===== src/rtl/fib_run_ctrl.sv =====
`timescale 1ns/1ps
// ---------------------------------------------------------------------------
// fib_run_ctrl
// Sequencer for the Fibonacci datapath. A start command clears the core, then
// issues a programmed number of single-step pulses, one every clock_sel+1
// cycles. After the last step it captures the core value, flags 30-bit
// wrap-around seen during the run, and raises a sticky completion IRQ.
//
// Ports
//   wb_clk_i     in   system clock (only clock in this block)
//   reset        in   synchronous, active-high reset
//   start        in   run request, one-cycle pulse (acted on only in IDLE)
//   abort        in   stop the current run (returns to IDLE next edge)
//   irq_clr      in   clear done_irq
//   step_cnt     in   number of steps to run, latched at start
//   clock_sel    in   step interval minus one, latched at start
//   fib_val      in   core output, updates on the edge that samples fib_step
//   fib_clear    out  one-cycle pulse: reset core to F(0)=0
//   fib_step     out  one-cycle pulse: advance core by one term
//   busy         out  high while not IDLE
//   done_irq     out  sticky completion flag
//   ovf          out  sticky: core value wrapped during this run
//   result       out  fib_val captured after the last step
//   steps_done   out  number of fib_step pulses issued in this run
//   dbg_state_o  out  current FSM state encoding (debug visibility)
//
// Command semantics: there is no ready/acknowledge. start is sampled on every
// edge but only acted on in IDLE with abort low and step_cnt non-zero;
// anywhere else it is dropped silently. busy tells software whether a start
// will be taken. abort is sampled on every edge and only matters while busy.
// ---------------------------------------------------------------------------
module fib_run_ctrl #(
  parameter int CLOCK_WIDTH = 6,
  parameter int VAL_WIDTH   = 30,
  parameter int CNT_WIDTH   = 16
) (
  input  logic                   wb_clk_i,
  input  logic                   reset,
  input  logic                   start,
  input  logic                   abort,
  input  logic                   irq_clr,
  input  logic [CNT_WIDTH-1:0]   step_cnt,
  input  logic [CLOCK_WIDTH-1:0] clock_sel,
  input  logic [VAL_WIDTH-1:0]   fib_val,
  output logic                   fib_clear,
  output logic                   fib_step,
  output logic                   busy,
  output logic                   done_irq,
  output logic                   ovf,
  output logic [VAL_WIDTH-1:0]   result,
  output logic [CNT_WIDTH-1:0]   steps_done,
  output logic [1:0]             dbg_state_o
);

  typedef enum logic [1:0] {
    S_IDLE  = 2'd0,
    S_CLEAR = 2'd1,
    S_RUN   = 2'd2,
    S_DRAIN = 2'd3
  } state_t;

  state_t                 state_q,      state_d;
  logic [CNT_WIDTH-1:0]   target_q,     target_d;
  logic [CLOCK_WIDTH-1:0] interval_q,   interval_d;
  logic [CLOCK_WIDTH-1:0] div_q,        div_d;
  logic [VAL_WIDTH-1:0]   prev_val_q,   prev_val_d;
  logic [CNT_WIDTH-1:0]   steps_done_q, steps_done_d;
  logic                   ovf_q,        ovf_d;
  logic                   done_irq_q,   done_irq_d;
  logic [VAL_WIDTH-1:0]   result_q,     result_d;
  // Marks the cycle after a fib_step, when fib_val holds the new term.
  logic                   step_seen_q,  step_seen_d;

  logic                   clear_c;
  logic                   step_c;
  logic                   set_irq_c;
  logic [CNT_WIDTH-1:0]   steps_inc;

  assign steps_inc = steps_done_q + 1'b1;

  always_ff @(posedge wb_clk_i) begin
    if (reset) begin
      state_q      <= S_IDLE;
      target_q     <= '0;
      interval_q   <= '0;
      div_q        <= '0;
      prev_val_q   <= '0;
      steps_done_q <= '0;
      ovf_q        <= 1'b0;
      done_irq_q   <= 1'b0;
      result_q     <= '0;
      step_seen_q  <= 1'b0;
    end else begin
      state_q      <= state_d;
      target_q     <= target_d;
      interval_q   <= interval_d;
      div_q        <= div_d;
      prev_val_q   <= prev_val_d;
      steps_done_q <= steps_done_d;
      ovf_q        <= ovf_d;
      done_irq_q   <= done_irq_d;
      result_q     <= result_d;
      step_seen_q  <= step_seen_d;
    end
  end

  always_comb begin
    state_d      = state_q;
    target_d     = target_q;
    interval_d   = interval_q;
    div_d        = div_q;
    prev_val_d   = prev_val_q;
    steps_done_d = steps_done_q;
    ovf_d        = ovf_q;
    result_d     = result_q;
    clear_c      = 1'b0;
    step_c       = 1'b0;
    set_irq_c    = 1'b0;

    // Wrap detection: a Fibonacci sequence only ever grows, so the first
    // modular wrap always shows up as a decrease against the previous term.
    if (step_seen_q) begin
      if (fib_val < prev_val_q) begin
        ovf_d = 1'b1;
      end
      prev_val_d = fib_val;
    end

    case (state_q)
      S_IDLE: begin
        if (start && !abort && (step_cnt != '0)) begin
          state_d    = S_CLEAR;
          target_d   = step_cnt;
          interval_d = clock_sel;
        end
      end

      S_CLEAR: begin
        if (abort) begin
          state_d = S_IDLE;
        end else begin
          clear_c      = 1'b1;
          steps_done_d = '0;
          ovf_d        = 1'b0;
          prev_val_d   = '0;
          div_d        = interval_q;
          state_d      = S_RUN;
        end
      end

      S_RUN: begin
        if (abort) begin
          // Partial steps_done/ovf are kept for software to inspect.
          state_d = S_IDLE;
        end else if (div_q == '0) begin
          step_c       = 1'b1;
          steps_done_d = steps_inc;
          div_d        = interval_q;
          if (steps_inc == target_q) begin
            state_d = S_DRAIN;
          end
        end else begin
          div_d = div_q - 1'b1;
        end
      end

      S_DRAIN: begin
        // fib_val already reflects the last step here.
        state_d = S_IDLE;
        if (!abort) begin
          result_d  = fib_val;
          set_irq_c = 1'b1;
        end
      end

      default: begin
        state_d = S_IDLE;
      end
    endcase

    // Completion wins over a coincident clear so no completion is lost.
    done_irq_d = done_irq_q;
    if (set_irq_c) begin
      done_irq_d = 1'b1;
    end else if (irq_clr) begin
      done_irq_d = 1'b0;
    end

    step_seen_d = step_c;
  end

  // Pulses are suppressed while reset is asserted so the core never sees a
  // step on the edge that returns this block to IDLE.
  assign fib_clear   = clear_c & ~reset;
  assign fib_step    = step_c & ~reset;
  assign busy        = (state_q != S_IDLE);
  assign done_irq    = done_irq_q;
  assign ovf         = ovf_q;
  assign result      = result_q;
  assign steps_done  = steps_done_q;
  assign dbg_state_o = state_q;

endmodule


===== config.mk =====
export PLATFORM = sky130hd
export DESIGN_NAME = fib_run_ctrl
export DESIGN_NICKNAME = d
export VERILOG_FILES = /design/src/rtl/fib_run_ctrl.sv
export SDC_FILE = /design/constraint.sdc
export NUM_CORES = 1
export LEC_CHECK = 0
export ABC_AREA = 1
export CAP_MARGIN = 20
export CORE_AREA = 2 2 108 110
export CTS_CLUSTER_DIAMETER = 200
export CTS_CLUSTER_SIZE = 40
export DETAILED_ROUTE_END_ITERATION = 8
export DIE_AREA = 0 0 110 112
export PLACE_DENSITY = 0.89
export SYNTH_ARGS = -nofsm -noshare
export SYNTH_HDL_FRONTEND = slang
export SYNTH_SLANG_ARGS = --single-unit

===== constraint.sdc =====
create_clock -name wb_clk_i -period 2.6 [get_ports wb_clk_i]
set_clock_uncertainty 0.2 [all_clocks]
set_input_delay 0.39 -clock wb_clk_i [delete_from_list [all_inputs] [get_ports wb_clk_i]]
set_output_delay 0.39 -clock wb_clk_i [all_outputs]
set_load 0.005 [all_outputs]

# == Word-level counts from Yosys, hierarchy flattened ==
# Cells that the tools add are included.
# op_classes
reduce_logical,14
bitwise_logic,4
magnitude_cmp,1
n_eq_ne,10
addsub,2
n_mux,29
# op_table
operator,n
$mux 30,3
$mux 16,3
$pmux 16 s2,1
$lt 30x30->1,1
$mux 6,3
$add 16x1->16 const B,1
$eq 16x16->1,1
$reduce_bool 16->1,1
$mux 1,12
$pmux 6 s2,1
$mux 2,5
$ne 2x2->1 const B,4
$pmux 2 s4,1
$logic_not 6->1,1
$ne 3x3->1 const B,2
$reduce_and 3->1,2
$reduce_bool 2->1,3
$sub 6x1->6 const B,1
$eq 2x2->1 const B,2
$reduce_and 2->1,2
$reduce_and 4->1,1
$and 1x1->1,2
$eq 2x1->1 const B,1
$logic_and 1x1->1,2
other kinds (3),4
# totals
in_bits,57
output_inout_bits,53
wordCells,70
reg_bits,109

# == Longest topological paths before layout ==
# Gate-level depths: netlist of the first run.
# depth
word_depth,6
mapped_depth,14

# == Worst setup path before layout of the first run ==
# No wires, ideal clock.
# synth_timing
kind,register -> register
start,register steps_done_q[0] (netlist: steps_done[0])
end,register state_q[0] (netlist: dbg_state_o[0])
slack_ns,0.828
path_stages_with_launch,14
period_less_slack_ns,1.772
setup_ns,0.066
path_buffers,0
arrival_time_ns,1.506
cell_sequence,dfxtp_1 -> ha_1 -> nand2_1 -> nor2_4 -> nand2_1 -> nand2_1 -> nand2_1 -> nand2_1 -> nand2_1 -> nor2_1 -> nand3_1 -> nor2_1 -> nand2_1 -> a21oi_2
# synth_via
elab_chain_len,4
# synth_lines
element,line,text
start: declaration,67,"logic [CNT_WIDTH-1:0] steps_done_q, steps_done_d;"
start signal: assignment,99,steps_done_q <= steps_done_d;
$add 16x1->16,79,assign steps_inc = steps_done_q + 1'b1;
$eq 16x16->1,159,if (steps_inc == target_q) begin
$ne 3x3->1 (no line),-,
$reduce_and 3->1 (no line),-,
end signal: assignment,94,state_q <= state_d;
end: declaration,62,"state_t state_q, state_d;"
# Every way passes these cells.
# A chain may end at the register's enable or synchronous reset.

# == Worst setup path in the final report of the first run ==
# layout_timing
start,input abort
end,output fib_clear
# layout_via
elab_chain_len,3
# layout_lines
element,line,text
start: declaration,40,"input logic abort,"
$mux 1,139,if (abort) begin
$mux 1,129,case (state_q)
$and 1x1->1,194,assign fib_clear = clear_c & ~reset;
end: declaration,45,"output logic fib_clear,"
# Every way passes these cells.

==> results.tsv, run 1 <==
stage	metric	value	unit
outcome	status	completed	
worst_setup_path	Reg-to-Reg Start	steps_done[1]$_SDFFE_PP0P_	
clock_tree	CTS tree	yes	
sta	minimum clock period	2230	ps
global_route	initial antenna violation count	0	
clock_tree	Reg clk slew, reported paths	70	ps
synthesis	XOR/XNOR Fraction of Synth Area	0.00640	
power	clock share of power	0.398	
floorplan	I/O pin count	110	
floorplan	Core ar.	11200	sq um
place	Port Buffers	109	
final_layout	fraction of layout cells with a size suffix above 1	0.0535	
final_layout	P&R area growth vs syn	29.0	%
worst_setup_path	Crit. End Element	output port	
synthesis	Seq/Total Area, Yosys	0.399	
global_route	number of global-route vias before repair	4960	
hold_path	Hold WC Path Type	reg -> reg	
sta	Worst Hold Slack	240	ps
final_layout	most common cell after layout, fill and taps aside	nor2_1	
floorplan	FP Rows	39	
final_layout	nets@finish	982	
sta	Setup violations, final	0	
synthesis	Avg Cell Area, Syn	6.90	sq um
clock_tree	clk sink count	109	
synthesis	Synth Area in Compound Gates	0.171	
sta	crit share post-route	0.856	
floorplan	Initial Utilization	0.490	
power	LEAKAGE	0.00285	uW
power	switch share	0.245	
final_layout	Finished Layout Cells	1041	
worst_setup_path	Critical Path Start Type	input pin	
sta	final setup TNS	0	ps
synthesis	multiplexer share of the synthesized area	0	
place	GP Congestion	0.886	
job	max_cap viols	0	
global_route	GRT Overall Usage	0.225	
worst_setup_path	slowest stage cell, crit path	clkdlybuf4s50_1	
detailed_routing	Total Wirelength	13.6	mm
synthesis	Synth area leaders	dfxtp_1 (40%), nor2_1 (10%), nand2_1 (8.8%)	
power	Pwr Density	529	nW/um^2
detailed_routing	routed vias	5435	
final_layout	commonest cells after routing, fill and taps aside	nor2_1 (149), nand2_1 (129), dfxtp_1 (108), clkdlybuf4s50_1 (108), inv_1 (91)	
synthesis	adder-cell share of the synthesized area	0.0731	
floorplan	Die Y	112	um
synthesis	Mapped Cells	793	
power	Net Sw Power	914	uW
detailed_routing	ANT nets after route	0	
clock_tree	Max H-tree Level	3	
synthesis	Yosys reg bits	109	
synthesis	largest family of logic cells by synthesized area	simple AND/OR/NAND/NOR gates	
detailed_routing	DRT iter0 DRCs	317	
worst_setup_path	CP Class	in -> out	
sta	RSZ-0062 raised after global routing	false	
synthesis	Post-Syn Area	5470	sq um
floorplan	die area	12300	sq um
worst_setup_path	crit-path most repeated cell	clkdlybuf4s50_1	
clock_tree	cts bufs inserted	9	
worst_setup_path	slowest cell delay on critical path	500	ps
floorplan	die width	110	um
worst_setup_path	cells along the critical path	clkdlybuf4s50_1 -> inv_1 -> nand2_1 -> nor2_1 -> clkdlybuf4s50_1	
final_layout	FILL cells	966	
synthesis	area leader, netlist	dfxtp_1	
worst_setup_path	CP arrival	1640	ps
hold_path	Hold Path Origin	interval_q[1]$_SDFFE_PP0P_	
final_layout	Inserted Diodes	0	
power	maximum vdd ir drop	0.296	mV
clock_tree	CTS Hold Buffers Added	0	
synthesis	syn_nets	882	
power	Sequential Power Share	0.470	
global_route	pin count of the biggest net entering global routing	45	
power	Pint	2820	uW
synthesis	area share of the largest cell type after synthesis	0.399	
global_route	Remaining Overflow, GRT	0	
detailed_routing	Remaining DRCs	0	
sta	Setup WS post-layout	374	ps
clock_tree	Clock Latency Late Sink	340	ps
worst_setup_path	critical path required time	2010	ps
sta	Slew Limit Fails	0	
place	dpl ws	110	ps
sta	Worst slew margin	0.621	
sta	final hold vios	0	
global_route	first-pass GRT wire length	22.2	mm
sta	Max Fclk	449	MHz
power	Final Power	3730	uW
detailed_routing	vias per inst	5.22	
synthesis	Synth Area in Simple Gates	0.261	
synthesis	yosys warns	0	
synthesis	synth unique cells	31	
worst_setup_path	Max FO, Critical Path	4	
place	Placed Cells	1024	
place	post-DP HPWL	9.81	mm
detailed_routing	Initial DRT Pass Iterations	4	
clock_tree	clk root buf	clkbuf_16	
sta	Worst Tran Pin Value	568	ps
worst_setup_path	Critical Path Source	abort	
clock_tree	clk buf depth	2	
detailed_routing	WL/cell	13.0	um
power	Gate power share	0.132	
[layout make-up]
class / instances / area, sq um / share of cell area
Multi-Input combinational cell: 557 / 2810 / 0.398
Sequential cell: 109 / 2180 / 0.309
Timing Repair Buffer: 121 / 1210 / 0.171
Inverter: 95 / 357 / 0.0505
Clock buffer: 10 / 239 / 0.0339
Tap cell: 143 / 179 / 0.0253
Clock inverter: 6 / 86.3 / 0.0122
[per-stage QoR]
step / utilization / area [sq um]
2_1_floorplan: - / 5470
3_3_place_gp: 0.602 / 6720
3_5_place_dp: 0.602 / 6720
4_1_cts: 0.631 / 7050
5_1_grt: 0.632 / 7060
6_report: 0.632 / 7060
[power groups by stage]
stage,logic [uW],clock network (uW),registers [uW]
after global routing,558,1570,1760
final,495,1480,1750
after CTS,487,1500,1750
after detailed placement,480,0,1790
after global placement,466,0,1790
after floorplan,274,0,1780
[routing by layer]
layer  routed length [um]  global-route usage  vias to the layer above
met3                  849              0.0410                       37
met1                 5720               0.273                     2457
met2                 6640               0.384                      164
met5                    0                   0                        -
li1                     -                   -                     2777
met4                  367              0.0945                        0
[worst paths after layout]
| path | to | slack [ps] | depth (start not counted) |
|---|---|---|---|
| hold reg to reg | interval_q[1]$_SDFFE_PP0P_ | 240 | 2 |
| setup / recovery | fib_clear | 370 | 5 |
| hold / removal | interval_q[1]$_SDFFE_PP0P_ | 240 | 2 |
| setup reg to reg | dbg_state_o[0]$_SDFFE_PP0P_ | 400 | 13 |
[registers in the layout, indices dropped and copies added, names as in the netlist]
register,count
ovf,1
div_q,6
result,30
interval_q,6
prev_val_q,30
dbg_state_o,2
step_seen_q,1
steps_done,16
done_irq,1
target_q,16
[Yosys cell counts]
cell      instances
o21a_1            2
nand3_1          34
o21ai_0          72
nor2_1          150
a211oi_1          4
o211ai_1          3
a31oi_1           3
buf_6             1
nor3_1            2
nand2_1         129
dfxtp_1         109
o221ai_1          1
inv_1            92
nor3b_2           1
o21ai_2           1
xor2_1            3
xnor2_1           1
a21oi_2           2
nand4_1          12
buf_2             3
nand2_2           1
nor4_1            5
ha_1             32
inv_2             3
nor2_4            4
buf_1             1
a21oi_1          89
nand3b_1          1
o21bai_2          1
nor2_2            4
clkbuf_1         27
[what timing repair did]
item | 4_1_cts | 5_1_grt
cloned | 0 | 0
resized for setup | 1 | 2
pin swaps | 0 | 2
buffers inserted | 0 | 1
setup endpoints to repair | 1 | 1
[worst max-delay path: cells and delay by family]
kind,cells,cell delay [ps]
buffers and inverters,3,1040
AND/OR/NAND/NOR,2,200
[logic make-up (layout without fill, tap and decap cells)]
group / Yosys count / count (layout)
AOI/OAI and AO/OA: 178 / 178
and+or+nand+nor: 343 / 343
adders and majority gates: 32 / 32
buffers and inverters: 127 / 232
xor gates and xnor gates: 4 / 4
DFF: 109 / 109
Power figures use the tool's default switching activity.
==> run 2, diff against run 1 <==
- CORE_AREA: 2 2 108 110 -> 2 2 102 104
- DIE_AREA: 0 0 110 112 -> 0 0 104 106
- PLACE_DENSITY: 0.89 -> 0.95
==> run 2 against run 1 <==
Sequential share of layout area is 0.50 points higher. Core utilization is 6.3 points higher. Register-to-register slack hardly changed. Via count is 1.9% higher. Worst hold slack better by 15 ps. Final area is 1.5% lower. Setup slack worse by 54 ps. Clock power is 21% lower. Power is 8.0% lower. Critical path type unchanged. Critical endpoint unchanged. Highest routed layer unchanged.
==> results.tsv, run 2 (synthesis gave the netlist of run 1 again) <==
stage	metric	value	unit	change
clock_tree	CTS tree	yes		unchanged
clock_tree	cts bufs inserted	9		unchanged
final_layout	Finished Core Util	0.695		was 0.632
clock_tree	Clock Latency Late Sink	370	ps	was 340 ps
floorplan	Initial Utilization	0.547		was 0.490
floorplan	Core ar.	10000	sq um	was 11200 sq um
sta	crit share post-route	0.877		was 0.856
detailed_routing	WL/cell	13.4	um	was 13.0 um
worst_setup_path	CP arrival	1690	ps	was 1640 ps
clock_tree	CTS Hold Buffers Added	0		unchanged
floorplan	FP Rows	37		was 39
final_layout	commonest cells after routing, fill and taps aside	nor2_1 (149), nand2_1 (129), clkdlybuf4s50_1 (108), dfxtp_1 (107), inv_1 (91)		was nor2_1 (149), nand2_1 (129), dfxtp_1 (108), clkdlybuf4s50_1 (108), inv_1 (91)
floorplan	I/O pin count	110		unchanged
final_layout	Finished Layout Cells	1035		was 1041
floorplan	die area	11000	sq um	was 12300 sq um
outcome	status	completed		unchanged
final_layout	most common cell after layout, fill and taps aside	nor2_1		unchanged
floorplan	Die Y	106	um	was 112 um
worst_setup_path	Stages on worst setup path	5		unchanged
detailed_routing	Remaining DRCs	0		unchanged
hold_path	Hold Path Origin	interval_q[1]$_SDFFE_PP0P_		unchanged
detailed_routing	Initial DRT Pass Iterations	6		was 4
sta	RSZ-0062 raised after global routing	false		unchanged
clock_tree	clk buf depth	2		unchanged
worst_setup_path	Critical Path Start Type	input pin		unchanged
worst_setup_path	slowest cell delay on critical path	510	ps	was 500 ps
clock_tree	Reg clk slew, reported paths	100	ps	was 70 ps
hold_path	hold depth	2		unchanged
final_layout	Inserted Diodes	0		unchanged
place	Port Buffers	109		unchanged
worst_setup_path	critical path required time	2010	ps	about the same
detailed_routing	Total Wirelength	13.8	mm	was 13.6 mm
worst_setup_path	Max FO, Critical Path	4		unchanged
power	Pwr Density	494	nW/um^2	was 529 nW/um^2
hold_path	Hold WC Path Type	reg -> reg		unchanged
global_route	first-pass GRT wire length	23.1	mm	was 22.2 mm
job	max_cap viols	0		unchanged
place	DP Area	6690	sq um	was 6720 sq um
worst_setup_path	reg-to-reg endpoint	dbg_state_o[0]$_SDFFE_PP0P_		unchanged
floorplan	die width	104	um	was 110 um
worst_setup_path	Worst Reg-to-Reg Cells	13		unchanged
detailed_routing	DRT iter0 DRCs	250		was 317
hold_path	Hold Path End	interval_q[1]$_SDFFE_PP0P_		unchanged
final_layout	P&R area growth vs syn	27.0	%	was 29.0%
detailed_routing	vias per inst	5.35		was 5.22
final_layout	final instance area	6950	sq um	was 7060 sq um
worst_setup_path	Reg-to-Reg Start	steps_done[0]$_SDFFE_PP0P_		was steps_done[1]$_SDFFE_PP0P_
power	maximum vdd ir drop	0.334	mV	was 0.296 mV
global_route	GRT Overall Usage	0.253		was 0.225
sta	final hold vios	0		unchanged
global_route	pin count of the biggest net entering global routing	61		was 45
final_layout	FILL cells	795		was 966
place	Placed Cells	1016		was 1024
sta	Slew Limit Fails	0		unchanged
worst_setup_path	crit-path most repeated cell	clkdlybuf4s50_1		unchanged
worst_setup_path	CP Class	in -> out		unchanged
sta	Max Fclk	439	MHz	was 449 MHz
sta	final setup TNS	0	ps	unchanged
worst_setup_path	Critical path buffers and inverters	3		unchanged
clock_tree	clk root buf	clkbuf_8		was clkbuf_16
detailed_routing	ANT nets after route	0		unchanged
worst_setup_path	Crit. End Element	output port		unchanged
global_route	number of global-route vias before repair	5229		was 4960
worst_setup_path	slowest stage cell, crit path	clkdlybuf4s50_1		unchanged
worst_setup_path	cells along the critical path	clkdlybuf4s50_1 -> inv_1 -> nand2_1 -> nor2_1 -> clkdlybuf4s50_1		unchanged
worst_setup_path	cell family with most CP delay	buffers and inverters		unchanged
place	post-DP HPWL	9.91	mm	was 9.81 mm
clock_tree	clk sink count	109		unchanged
final_layout	fraction of layout cells with a size suffix above 1	0.0556		was 0.0535
sta	Worst Tran Pin Value	538	ps	was 568 ps
final_layout	nets@finish	983		was 982
worst_setup_path	reg-to-reg slack, setup	410	ps	was 400 ps
global_route	Remaining Overflow, GRT	0		unchanged
power	LEAKAGE	0.00280	uW	was 0.00285 uW
detailed_routing	routed vias	5536		was 5435
place	GP Congestion	0.896		was 0.886
clock_tree	Max H-tree Level	3		unchanged
sta	Setup violations, final	0		unchanged
sta	minimum clock period	2280	ps	was 2230 ps
power	Final Power	3440	uW	was 3730 uW
global_route	initial antenna violation count	0		unchanged
sta	Worst slew margin	0.642		was 0.621
==> run 2: cell count changes in the layout (fill, tap and decap cells not counted), sizes merged <==
cell	before	now
buf	12	13
clkbuf	10	9
clkinvlp	1	0
inv	95	97
==> run 2: metrics by stage <==
stage	setup WS (ps)	hold WS, ps
after floorplan	828	220
after global placement	140	231
after detailed placement	121	244
after CTS	18.3	259
after global routing	195	284
final	320	254
==> run 2: worst min-delay path, cell delays in order, from the launching register on <==
cell and delay [ps]:
dfxtp_1 320, inv_1 50, a21oi_1 50
==> run 2: timing repair <==
action / CTS / global route
buffers inserted: 0 / 3
gates resized for setup: 1 / 3
setup endpoints to repair: 1 / 1
pin swaps: 0 / 1
==> run 2: routing by layer <==
metal	vias to the layer above	global-route usage	part of all wire
met5	-	0	0
met3	31	0.0521	0.062
met2	199	0.460	0.50
met4	0	0.110	0.024
li1	2774	-	-
met1	2532	0.286	0.41
==> run 2: final cells by class <==
class	instances	area, sq um	share of cell area
clock buffer	9	124	0.0178
clock inverter	7	106	0.0153
sequential	109	2180	0.314
inverter	95	357	0.0513
multi-input combinational	557	2810	0.404
tap	136	170	0.0245
timing repair buffer	122	1200	0.173
==> run 2: worst max path at each step <==
stage                                           from                          end
after floorplan           steps_done[0]$_SDFFE_PP0P_  dbg_state_o[0]$_SDFFE_PP0P_
after global placement                         abort                     fib_step
after detailed placement                       abort                     fib_step
after CTS                      div_q[0]$_SDFFE_PP0P_                     fib_step
after global routing      steps_done[0]$_SDFFE_PP0P_  dbg_state_o[0]$_SDFFE_PP0P_
final                                          abort                    fib_clear
==> run 2: report_power, final <==
part	total [uW]	internal, uW	leakage (uW)	switching, uW
clock network	1170	558	0.000116	610
logic	511	241	0.00180	270
registers	1760	1720	0.000884	36.4
==> edit 1 (settings of run 2) <==
Reset style: asynchronous (`reset`), changed in one clocked block. Comments in the files are not updated.
--- a/src/rtl/fib_run_ctrl.sv
+++ b/src/rtl/fib_run_ctrl.sv
@@ -78,7 +78,7 @@
 
   assign steps_inc = steps_done_q + 1'b1;
 
-  always_ff @(posedge wb_clk_i) begin
+  always_ff @(posedge wb_clk_i or posedge reset) begin
     if (reset) begin
       state_q      <= S_IDLE;
       target_q     <= '0;
Formal check against the unedited RTL: differs if reset is asserted again (counterexample within 4 cycles, from zero or initial values and one cycle with reset high); with reset held inactive, the same outputs for 10 cycles.
==> edit 1 against run 2 <==
Design area increased by 6.9%. Worst setup slack worse by 0.12 ns. Maximum frequency shrank 5.2%. Synthesized area rose by 8.1%. Wire length grew 1.9%. Sequential cell count unchanged. Non-clock buffer count decreased by 3. Largest cell class is now sequential cells. Highest routed layer unchanged.
Power is not compared: it rests on default switching activity, and its combinational part moved more than twofold at a synthesized area within 25%.
==> edit 1: results (changes against run 2) <==
met1 wire length=5.86 mm (+2.6%); DRT iter0 DRCs=448 (+79%); syn_area_per_cell=8.11 um2 (+18%); routing usage on met3=0.0399 (-0.0123); fin cells=980 (-5.3%); vias in the first global route=5,171 (-1.1%); total CTS buffers=9 (unchanged); crit path launch type=register; final WL=14.1 mm (+1.9%); Worst path slowest cell=dfrtp_1; sequential power share=0.480; CP max FO=4 (unchanged); met3 WL=884 um (+3.6%); Port-buffer cells=109 (unchanged); number of distinct library cells after synthesis=31 (unchanged); HPWL after detailed placement=10.3 mm (+3.9%); Top Family by Delay on Critical Path=buffers and inverters; diode count=0 (unchanged); Top FF cell, synth=dfrtp_1; initial antenna violation count=0 (unchanged); first-pass GRT wire length=24.3 mm (+5.2%); crit-path max cell delay=0.41 ns (-0.10 ns); final total power=between 4 and 5 mW; die width=104 um (unchanged); Slew @ Worst Pin=0.561 ns (+0.0232 ns); post-route ant nets=0 (unchanged); FF-to-FF Start=div_q[0]; Leakage=between 3 and 4 nW; CTS Root Cell=clkbuf_8; Placed Cells=963 (-5.2%); min-delay src=interval_q[2]; Avg Vias per Cell=5.39 (+0.80%); status=completed; largest net degree at the start of global routing=110 (+80%); postcts setup bufs=1 (+1); Seq/Total Area, Yosys=0.461 (+0.0625); Max Root-Sink Buffers=2 (unchanged); GRT Overall Usage=0.271 (+0.0184); H-tree depth=3 (unchanged); met1 Usage GRT=0.349 (+0.0636); Max VDD drop=between 0.0003 and 0.0004 V; Post-DP Area=0.00721 mm2 (+7.8%); Critical Path AT=1.81 ns (+0.12 ns); RD Place Congestion=0.942 (+5.1%); commonest cells in the netlist=nand2_1 (212), inv_1 (117), dfrtp_1 (109); post-cts sizing count=4 (+3); EDFF count, synth=0 (unchanged); Final #Nets=928 (-5.6%); Worst Hold Class=reg -> reg; synth top area cells=dfrtp_1 (46%), nand2_1 (13%), inv_1 (7.4%); Worst-path clk slew=0.10 ns (about the same); fraction of registers with async set/reset=1.00 (+1.00); Top Metal Used=met4; pre-CTS WS=0.121 ns (-0.000491 ns); drt first pass iters=5 (-1); met2 Use GR=0.470 (+0.0103); Post-Syn Nets=818 (-7.3%); share of layout cells above drive strength 1=0.0877 (+0.0321); wire length on met2=6.98 mm (+0.56%)
## edit 1: layout make-up
class | count | area [um2]
inverters | 118 | 447
clock buffers | 10 | 138
multi-input cells | 482 | 2660
well taps | 136 | 170
repair buffers | 119 | 1210
clock inverters | 6 | 71.3
fillers | 690 | 2570
flip-flops and latches | 109 | 2730
## edit 1: cells by family (layout without fill, tap and decap cells)
logic type,after synthesis,count (layout),share of synthesized area
AND/OR/NAND/NOR,317,317,0.225
buffers and inverters,138,253,0.0893
flip-flops,109,109,0.461
AO/OA/AOI/OAI,98,98,0.0897
adder cells (fa/ha/maj),32,32,0.0677
multiplexers,30,30,0.0571
XOR/XNOR,5,5,0.00994
## edit 1: final timing paths
kind	to	slack [ns]	depth (start not counted)
worst max-delay path	fib_step	0.20	9
min in group asynchronous	steps_done[7]	0.40	3
worst max register to register	steps_done[12]	0.46	10
worst min-delay path	interval_q[2]	0.29	2
worst min register to register	interval_q[2]	0.29	2
max in group asynchronous	div_q[1]	1.38	3
==> edit 2 (config.mk and constraints of run 2) <==
Made on the original files. `CNT_WIDTH`: 16 -> 14.
--- a/src/rtl/fib_run_ctrl.sv
+++ b/src/rtl/fib_run_ctrl.sv
@@ -32,7 +32,7 @@
 module fib_run_ctrl #(
   parameter int CLOCK_WIDTH = 6,
   parameter int VAL_WIDTH   = 30,
-  parameter int CNT_WIDTH   = 16
+  parameter int CNT_WIDTH   = 14
 ) (
   input  logic                   wb_clk_i,
   input  logic                   reset,
Interface: changed (resized step_cnt and steps_done); port bits go from 110 to 106. No check against the original RTL was run, so the function may have changed too.
==> edit 2 against run 2 <==
Sequential cell count decreased by 4. Non-clock buffer count down 4. Global-route usage fell by 1.1 points. Design area is 3.8% lower. Power down 4.3%. Worst setup slack improved by 0.014 ns. Wire length down 3.9%. Synthesized area fell by 4.3%. Maximum frequency rose by 0.61%. Largest power group unchanged.
==> edit 2: results (changes against run 2) <==
share of layout cells above drive strength 1=0.0697 (+0.0141); Post-Syn Nets=829 (-6.0%); fraction of registers with async set/reset=0 (unchanged); Post-DP Area=0.00645 mm2 (-3.6%); Leakage=2.69 nW (-4.2%); number of distinct library cells after synthesis=31 (unchanged); FF-to-FF Start=steps_done[1]; largest net degree at the start of global routing=47 (-23%); first-pass GRT wire length=22.0 mm (-4.6%); DRT iter0 DRCs=290 (+16%); Placed Cells=966 (-4.9%); Synth Area in Adders=0.0764 (+0.00328); XOR/XNOR Fraction of Synth Area=0.0110 (+0.00459); Top Family by Delay on Critical Path=buffers and inverters; Slew @ Worst Pin=0.787 ns (+0.249 ns); Clk Latency, worst-skew pair=0.37 ns (about the same); crit path to=fib_clear; routed len/inst=13.6 um (+1.3%); hold path depth=2 (unchanged); status=completed; Avg Vias per Cell=5.27 (-1.5%); Synth Area in Compound Gates=0.171 (-0.000423); synth top area cells=dfxtp_1 (40%), nor2_1 (11%), a21oi_1 (8.3%); HPWL after detailed placement=9.70 mm (-2.1%); Worst path slowest cell=clkdlybuf4s50_1; Final Cycle Share=0.872 (-0.00532); Port-buffer cells=105 (-3.7%); fin cells=982 (-5.1%); min-delay src=interval_q[4]; flop2flop setup slack=0.38 ns (-0.03 ns); Worst Hold Endpoint=interval_q[4]; commonest cells in the netlist=nor2_1 (153), dfxtp_1 (105), nand2_1 (96); Fin Hold WS=0.264 ns (+0.00942 ns); Critical Path AT=1.68 ns; vias in the first global route=4,852 (-7.2%); Seq/Total Area, Yosys=0.401 (+0.00261); Final #Nets=928 (-5.6%); Max VDD drop=0.000345 V (+3.2%); Post-Syn Instances=742 (-6.4%); GRT Overall Usage=0.241 (-0.0113); Top FF cell, synth=dfxtp_1; RD Place Congestion=0.917 (+2.3%); drt first pass iters=5 (-1); diode count=0 (unchanged); pre-CTS WS=0.165 ns (+0.0437 ns)
## edit 2: layer usage
metal / up-vias / wire length (um) / track usage
met1: 2359 / 5530 / 0.284
met4: 0 / 223 / 0.0685
met5: - / 0 / 0
met2: 187 / 6560 / 0.443
li1: 2602 / - / -
met3: 28 / 998 / 0.0509
## edit 2: worst min-delay path: stages (launching register included)
cell	delay, ns
dfxtp_1	0.31
inv_1	0.06
a21oi_1	0.06
## edit 2: power breakdown
| part | switching [mW] | internal, mW | total, mW |
|---|---|---|---|
| clock | 0.570 | 0.549 | 1.12 |
| combinational | 0.258 | 0.219 | 0.477 |
| sequential | 0.0379 | 1.65 | 1.69 |
| total | 0.865 | 2.42 | 3.29 |
## edit 2: what timing repair did
action                                  in CTS  in global routing
buffers inserted                             0                  0
endpoints found under the setup margin       1                  1
resized for setup                            1                  5
## edit 2: area by class of cell
type,instances,area (um2)
multi-input combinational,520,2710
clock buffer,10,128
fill,858,3310
inverter,87,327
sequential,105,2100
tap,136,170
clock inverter,6,90.1
timing repair buffer,118,1160
